[src/rtl/alu_pkg.sv]
// ============================================================================
// Module      : alu_pkg
// Description : Shared op encodings and FSM state type for the serial ALU.
// Revision    : 1.0 - initial release
// ============================================================================
`default_nettype none

package alu_pkg;

    localparam logic [1:0] OP_ADD  = 2'b00;
    localparam logic [1:0] OP_SUB  = 2'b01;
    localparam logic [1:0] OP_NAND = 2'b10;
    localparam logic [1:0] OP_OR   = 2'b11;

    typedef enum logic [1:0] {
        S_IDLE = 2'd0,
        S_BUSY = 2'd1,
        S_DONE = 2'd2
    } state_t;

endpackage

`default_nettype wire

[src/rtl/alu_chunk.sv]
// ============================================================================
// Module      : alu_chunk
// Description : Combinational CHUNK-bit ALU slice with carry in/out.
// Revision    : 1.0 - initial release
// ============================================================================
`default_nettype none

module alu_chunk
    import alu_pkg::*;
#(
    parameter int CHUNK = 2
) (
    input  logic [1:0]       op,
    input  logic [CHUNK-1:0] a_chunk,
    input  logic [CHUNK-1:0] b_chunk,
    input  logic             cin,
    output logic [CHUNK-1:0] o_chunk,
    output logic             cout
);

    logic [CHUNK-1:0] w_b_eff;
    logic [CHUNK:0]   w_sum;

    always_comb begin
        w_b_eff = (op == OP_SUB) ? ~b_chunk : b_chunk;
        w_sum   = {1'b0, a_chunk} + {1'b0, w_b_eff} + {{CHUNK{1'b0}}, cin};
        o_chunk = '0;
        cout    = 1'b0;
        case (op)
            OP_ADD, OP_SUB: begin
                o_chunk = w_sum[CHUNK-1:0];
                cout    = w_sum[CHUNK];
            end
            OP_NAND: o_chunk = ~(a_chunk & b_chunk);
            default: o_chunk = a_chunk | b_chunk;
        endcase
    end

endmodule

`default_nettype wire

[src/rtl/alu_serial.sv]
// ============================================================================
// Module      : alu_serial
// Description : Bit-serial (CHUNK bits/cycle) ALU with valid/ready handshakes.
//               Optional zero/ovf outputs enabled by macro ALU_SERIAL_FLAGS_EN.
// Revision    : 1.0 - initial release
// ============================================================================
`default_nettype none

module alu_serial
    import alu_pkg::*;
#(
    parameter int WIDTH = 8,
    parameter int CHUNK = 2
) (
    input  logic             clk,
    input  logic             rst,
    input  logic             in_valid,
    output logic             in_ready,
    input  logic [1:0]       op,
    input  logic [WIDTH-1:0] a,
    input  logic [WIDTH-1:0] b,
    output logic             out_valid,
    input  logic             out_ready,
    output logic [WIDTH-1:0] result,
    output logic             cout
`ifdef ALU_SERIAL_FLAGS_EN
    ,
    output logic             zero,
    output logic             ovf
`endif
);

    localparam int C_N     = WIDTH / CHUNK;
    localparam int C_CNT_W = (C_N > 1) ? $clog2(C_N) : 1;
    localparam logic [C_CNT_W-1:0] C_LAST = C_CNT_W'(C_N - 1);

    generate
        if ((WIDTH % CHUNK) != 0 || CHUNK > WIDTH) begin : g_bad_cfg
            $error("alu_serial: WIDTH must be a multiple of CHUNK and CHUNK <= WIDTH");
        end
    endgenerate

    state_t             r_state_q, w_state_d;
    logic [1:0]         r_op_q,    w_op_d;
    logic [WIDTH-1:0]   r_a_q,     w_a_d;
    logic [WIDTH-1:0]   r_b_q,     w_b_d;
    logic [WIDTH-1:0]   r_res_q,   w_res_d;
    logic               r_carry_q, w_carry_d;
    logic [C_CNT_W-1:0] r_cnt_q,   w_cnt_d;

    logic [CHUNK-1:0]   w_a_chunk;
    logic [CHUNK-1:0]   w_b_chunk;
    logic [CHUNK-1:0]   w_o_chunk;
    logic               w_chunk_cout;

    assign w_a_chunk = r_a_q[int'(r_cnt_q) * CHUNK +: CHUNK];
    assign w_b_chunk = r_b_q[int'(r_cnt_q) * CHUNK +: CHUNK];

    alu_chunk #(
        .CHUNK (CHUNK)
    ) u_chunk (
        .op      (r_op_q),
        .a_chunk (w_a_chunk),
        .b_chunk (w_b_chunk),
        .cin     (r_carry_q),
        .o_chunk (w_o_chunk),
        .cout    (w_chunk_cout)
    );

    always_comb begin
        w_state_d = r_state_q;
        w_op_d    = r_op_q;
        w_a_d     = r_a_q;
        w_b_d     = r_b_q;
        w_res_d   = r_res_q;
        w_carry_d = r_carry_q;
        w_cnt_d   = r_cnt_q;
        case (r_state_q)
            S_IDLE: begin
                if (in_valid) begin
                    w_op_d    = op;
                    w_a_d     = a;
                    w_b_d     = b;
                    // SUB's +1 enters as the initial carry into the LSB chunk
                    w_carry_d = (op == OP_SUB);
                    w_cnt_d   = '0;
                    w_state_d = S_BUSY;
                end
            end
            S_BUSY: begin
                w_res_d[int'(r_cnt_q) * CHUNK +: CHUNK] = w_o_chunk;
                w_carry_d = w_chunk_cout;
                if (r_cnt_q == C_LAST) begin
                    w_cnt_d   = '0;
                    w_state_d = S_DONE;
                end else begin
                    w_cnt_d = r_cnt_q + 1'b1;
                end
            end
            S_DONE: begin
                if (out_ready) begin
                    w_state_d = S_IDLE;
                end
            end
            default: w_state_d = S_IDLE;
        endcase
    end

    always_ff @(posedge clk) begin
        if (rst) begin
            r_state_q <= S_IDLE;
            r_op_q    <= '0;
            r_a_q     <= '0;
            r_b_q     <= '0;
            r_res_q   <= '0;
            r_carry_q <= 1'b0;
            r_cnt_q   <= '0;
        end else begin
            r_state_q <= w_state_d;
            r_op_q    <= w_op_d;
            r_a_q     <= w_a_d;
            r_b_q     <= w_b_d;
            r_res_q   <= w_res_d;
            r_carry_q <= w_carry_d;
            r_cnt_q   <= w_cnt_d;
        end
    end

    assign in_ready  = (r_state_q == S_IDLE);
    assign out_valid = (r_state_q == S_DONE);
    assign result    = r_res_q;
    assign cout      = r_carry_q;

`ifdef ALU_SERIAL_FLAGS_EN
    logic w_ovf_raw;

    // Signed overflow: operands (b inverted for SUB) agree in sign but result differs
    always_comb begin
        w_ovf_raw = 1'b0;
        case (r_op_q)
            OP_ADD:  w_ovf_raw = (r_a_q[WIDTH-1] == r_b_q[WIDTH-1]) &&
                                 (r_res_q[WIDTH-1] != r_a_q[WIDTH-1]);
            OP_SUB:  w_ovf_raw = (r_a_q[WIDTH-1] != r_b_q[WIDTH-1]) &&
                                 (r_res_q[WIDTH-1] != r_a_q[WIDTH-1]);
            default: w_ovf_raw = 1'b0;
        endcase
    end

    assign zero = out_valid && (r_res_q == '0);
    assign ovf  = out_valid && w_ovf_raw;
`endif

endmodule

`default_nettype wire

[config.mk]
export PLATFORM = sky130hd
export DESIGN_NAME = alu_serial
export DESIGN_NICKNAME = d
export VERILOG_FILES = /design/src/rtl/alu_pkg.sv /design/src/rtl/alu_chunk.sv /design/src/rtl/alu_serial.sv
export SDC_FILE = /design/constraint.sdc
export NUM_CORES = 1
export LEC_CHECK = 0
export BUFFER_PORTS_ARGS = -buffer_cell sky130_fd_sc_hd__buf_2
export CAP_MARGIN = 20
export CORE_MARGIN = 4
export CORE_UTILIZATION = 48
export DETAILED_ROUTE_END_ITERATION = 16
export GPL_ROUTABILITY_DRIVEN = 0
export GPL_TIMING_DRIVEN = 1
export PLACE_DENSITY_LB_ADDON = 0.15
export SLEW_MARGIN = 5
export SYNTH_ARGS = -nofsm -noshare
export SYNTH_HDL_FRONTEND = slang
export SYNTH_SLANG_ARGS = --single-unit
[constraint.sdc]
create_clock -name clk -period 2.3 [get_ports clk]
set_input_delay 0.46 -clock clk [delete_from_list [all_inputs] [get_ports clk]]
set_output_delay 0.46 -clock clk [all_outputs]
set_load 0.01 [all_outputs]
==> results by group <==
GRT
  • GRT Overall Usage: a little under a fifth
  • Vias in the first global route: between 1500 and 2000
  • Largest net degree at the start of global routing: 21
  • First-pass GRT wire length: 6370 microns
  • Antenna violations before repair: 0
  • Grt total ovfl: 0

Floorplanning
  • Die Y: about 65 microns
  • Placeable Area: between 3000 and 4000 sq um
  • Die W: 65.2 microns
  • Rows: 20
  • Starting Density: 51.0%
  • IO Pins: 33
  • Die ar.: ~4200 sq um

STA
  • Final worst path period share: 105%
  • Final Setup Violations: 4
  • Worst clock skew: a little under 0.008 ns
  • Final Hold Vio Count: 0
  • Clock period minus worst slack: around 2.4 ns
  • Slew margin rel.: between 60% and 70%
  • Hold Slack: around 0.35 ns
  • Fin. max-slew vios: 0
  • RSZ-0062 raised after global routing: true
  • Tightest Pin Transition: about 0.57 ns
  • FMAX: 413 MHz
  • Setup ws final: -0.123 ns

Clock network
  • Clock transition at path regs: approximately 0.1 ns
  • CTS tree: built
  • CTS sink count: 31
  • CTS buffer count: 5
  • Postcts setup bufs: 0
  • Worst skew pair latency: between 0.3 and 0.4 ns
  • CTS H-tree depth: 2
  • Clock buffer depth: 2
  • # hold bufs at CTS: 0
  • Root buffer cell: clkbuf_4

Logic synthesis
  • Synth Instances: around 190
  • Ys Warns: 0
  • Syn nets: about 220
  • Cell variety after synth: 33
  • Number of synthesized register bits: 31
  • Synthesized cell area: between 1500 and 2000 sq um
  • Syn avg cell area: approximately 8.2 sq um
  • Sequential area share after synthesis: 39.6%

Finish
  • Most frequent cells in the layout: nand2_1 (49), buf_2 (32), dfxtp_1 (30), a21oi_1 (25), buf_4 (13)
  • Final nets: around 260
  • Most common cell after layout, fill and taps aside: nand2_1
  • Fraction of layout cells with a size suffix above 1: between 20% and 30%
  • Inserted Diodes: 0
  • Fillers: 298
  • Layout area overhead: 21.3%

Run status
  • Status: finished with violations
  • Failing checks: negative setup slack

Place
  • Hpwl dp: 2780 microns
  • Placement Setup Slack: -0.113 ns
  • Buffers on Ports: 32

Setup path
  • Worst-path fanout max: 6
  • Crit path arrival time: roughly 2.6 ns
  • Required @ worst endpoint: roughly 2.5 ns
  • Startpoint Class: flip-flop
  • Crit path capture type: flip-flop
  • CP Class: flip-flop to flip-flop
  • Worst path slowest cell: dfxtp_4
  • Max stage delay on crit path: about 0.40 ns
  • Sequence of cells on the critical path: mux2_4 -> o21ai_2 -> xor2_1 -> fa_2 -> inv_2 -> fa_1 -> nor3b_4 -> a41oi_2 -> o21ai_1

Pwr
  • PwrDens: 588 nW/um^2
  • Leakage power: 0.786 nW
  • Max VDD drop: 374 uV
  • Overall power: roughly 1.1 mW

Flow run
  • Max_cap viols: 0

Worst hold path
  • Hold Path Class: input pin to flip-flop

Route
  • Post-DRT Antenna Nets: 0
  • Wire per inst: between 10 and 15 microns
  • Drt via density: roughly 5.2
  • Total wire length: 3560 microns
  • Drt drc: 0
  • DR pass1 iterations: 4
  • 1st-iter DRT viols: 40
  • Via count: 1436
-- state kept, by name (all words and copies together) (netlist names) --
register and cells:
cout 1, r_state_q 2, r_cnt_q 2, r_b_q 8, r_op_q 2, r_a_q 8, result 8
-- worst max-delay path, delay by kind of cell, from the launching register on --
family	cells	cell delay [ns]
xor gates and xnor gates	1	0.10
muxes	1	0.31
adders and majority gates	2	0.75
buffers and inverters	1	0.06
AOI/OAI and AO/OA	3	0.50
and+or+nand+nor	1	0.16
DFF	1	0.40
-- layout make-up --
class	count	area [sq um]	share of cell area, %
clock buffers	5	37.5	1.97
clock inverters	3	15.0	0.789
inverters	6	22.5	1.18
multi-input cells	144	891	46.8
flip-flops and latches	31	624	32.8
well taps	44	55.1	2.89
repair buffers	45	258	13.5
-- power breakdown --
group	switching, mW	internal (mW)
clock network	0.188	0.114
logic	0.129	0.107
registers	0.0191	0.563
-- logic make-up after synthesis --
kind of cell,Yosys count,share of synthesized area [%]
compound gates,43,15.7
xor+xnor,2,1.12
fa+ha+maj,8,7.34
buf+inv,17,6.06
flops,31,39.6
mux,8,5.90
simple gates,83,24.3
-- final timing paths --
path                                 start        end  slack [ns]  cells after the start
worst min register to register   result[6]  result[6]        0.45                      2
worst min-delay path                  a[5]   r_a_q[5]        0.35                      3
worst max-delay path            r_cnt_q[1]  result[5]       -0.12                      9
worst max register to register  r_cnt_q[1]  result[5]       -0.12                      9
-- stage by stage --
step                setup TNS (ns)  util, %  area (sq um)  std cells
detailed placement          -0.423     59.5          1830        270
global placement            -0.106     59.5          1830        270
floorplan                   -0.194        -          1590        192
global route                -0.776     61.8          1900        278
finish                      -0.429     61.8          1900        278
CTS                         -0.474     61.3          1890        278
-- timing repair --
action                     CTS  global route
pin swaps                    0             5
resized for setup            1             5
setup endpoints to repair    4             6
-- per-layer routing --
metal | track usage [%] | vias to the layer above | wire (microns)
li1 | - | 735 | -
met1 | 19.8 | 660 | 1470
met2 | 35.5 | 33 | 1820
met3 | 5.30 | 8 | 184
met4 | 6.74 | 0 | 80
met5 | 0 | - | 0
-- cells in the mapped netlist, drive strengths merged --
master | count | area share (%)
nand3 | 4 | 1.3
xnor2 | 1 | 0.56
nand2b | 1 | 0.40
a22oi | 1 | 0.48
o21ai | 12 | 3.8
or4 | 5 | 2.6
nor2 | 11 | 2.6
inv | 6 | 1.4
a31oi | 2 | 0.80
or3b | 1 | 0.56
nand2 | 49 | 12
a41oi | 3 | 2.6
clkbuf | 5 | 1.2
fa | 2 | 2.6
nand3b | 1 | 0.48
nor3b | 4 | 1.9
or2b | 1 | 0.48
buf | 6 | 3.4
ha | 6 | 4.8
xor2 | 1 | 0.56
mux2 | 4 | 3.3
dfxtp | 31 | 40
nor3 | 2 | 0.64
nor2b | 2 | 0.80
nand4 | 2 | 0.80
mux2i | 4 | 2.6
a21oi | 25 | 8.0
Power figures use the tool's default switching activity.
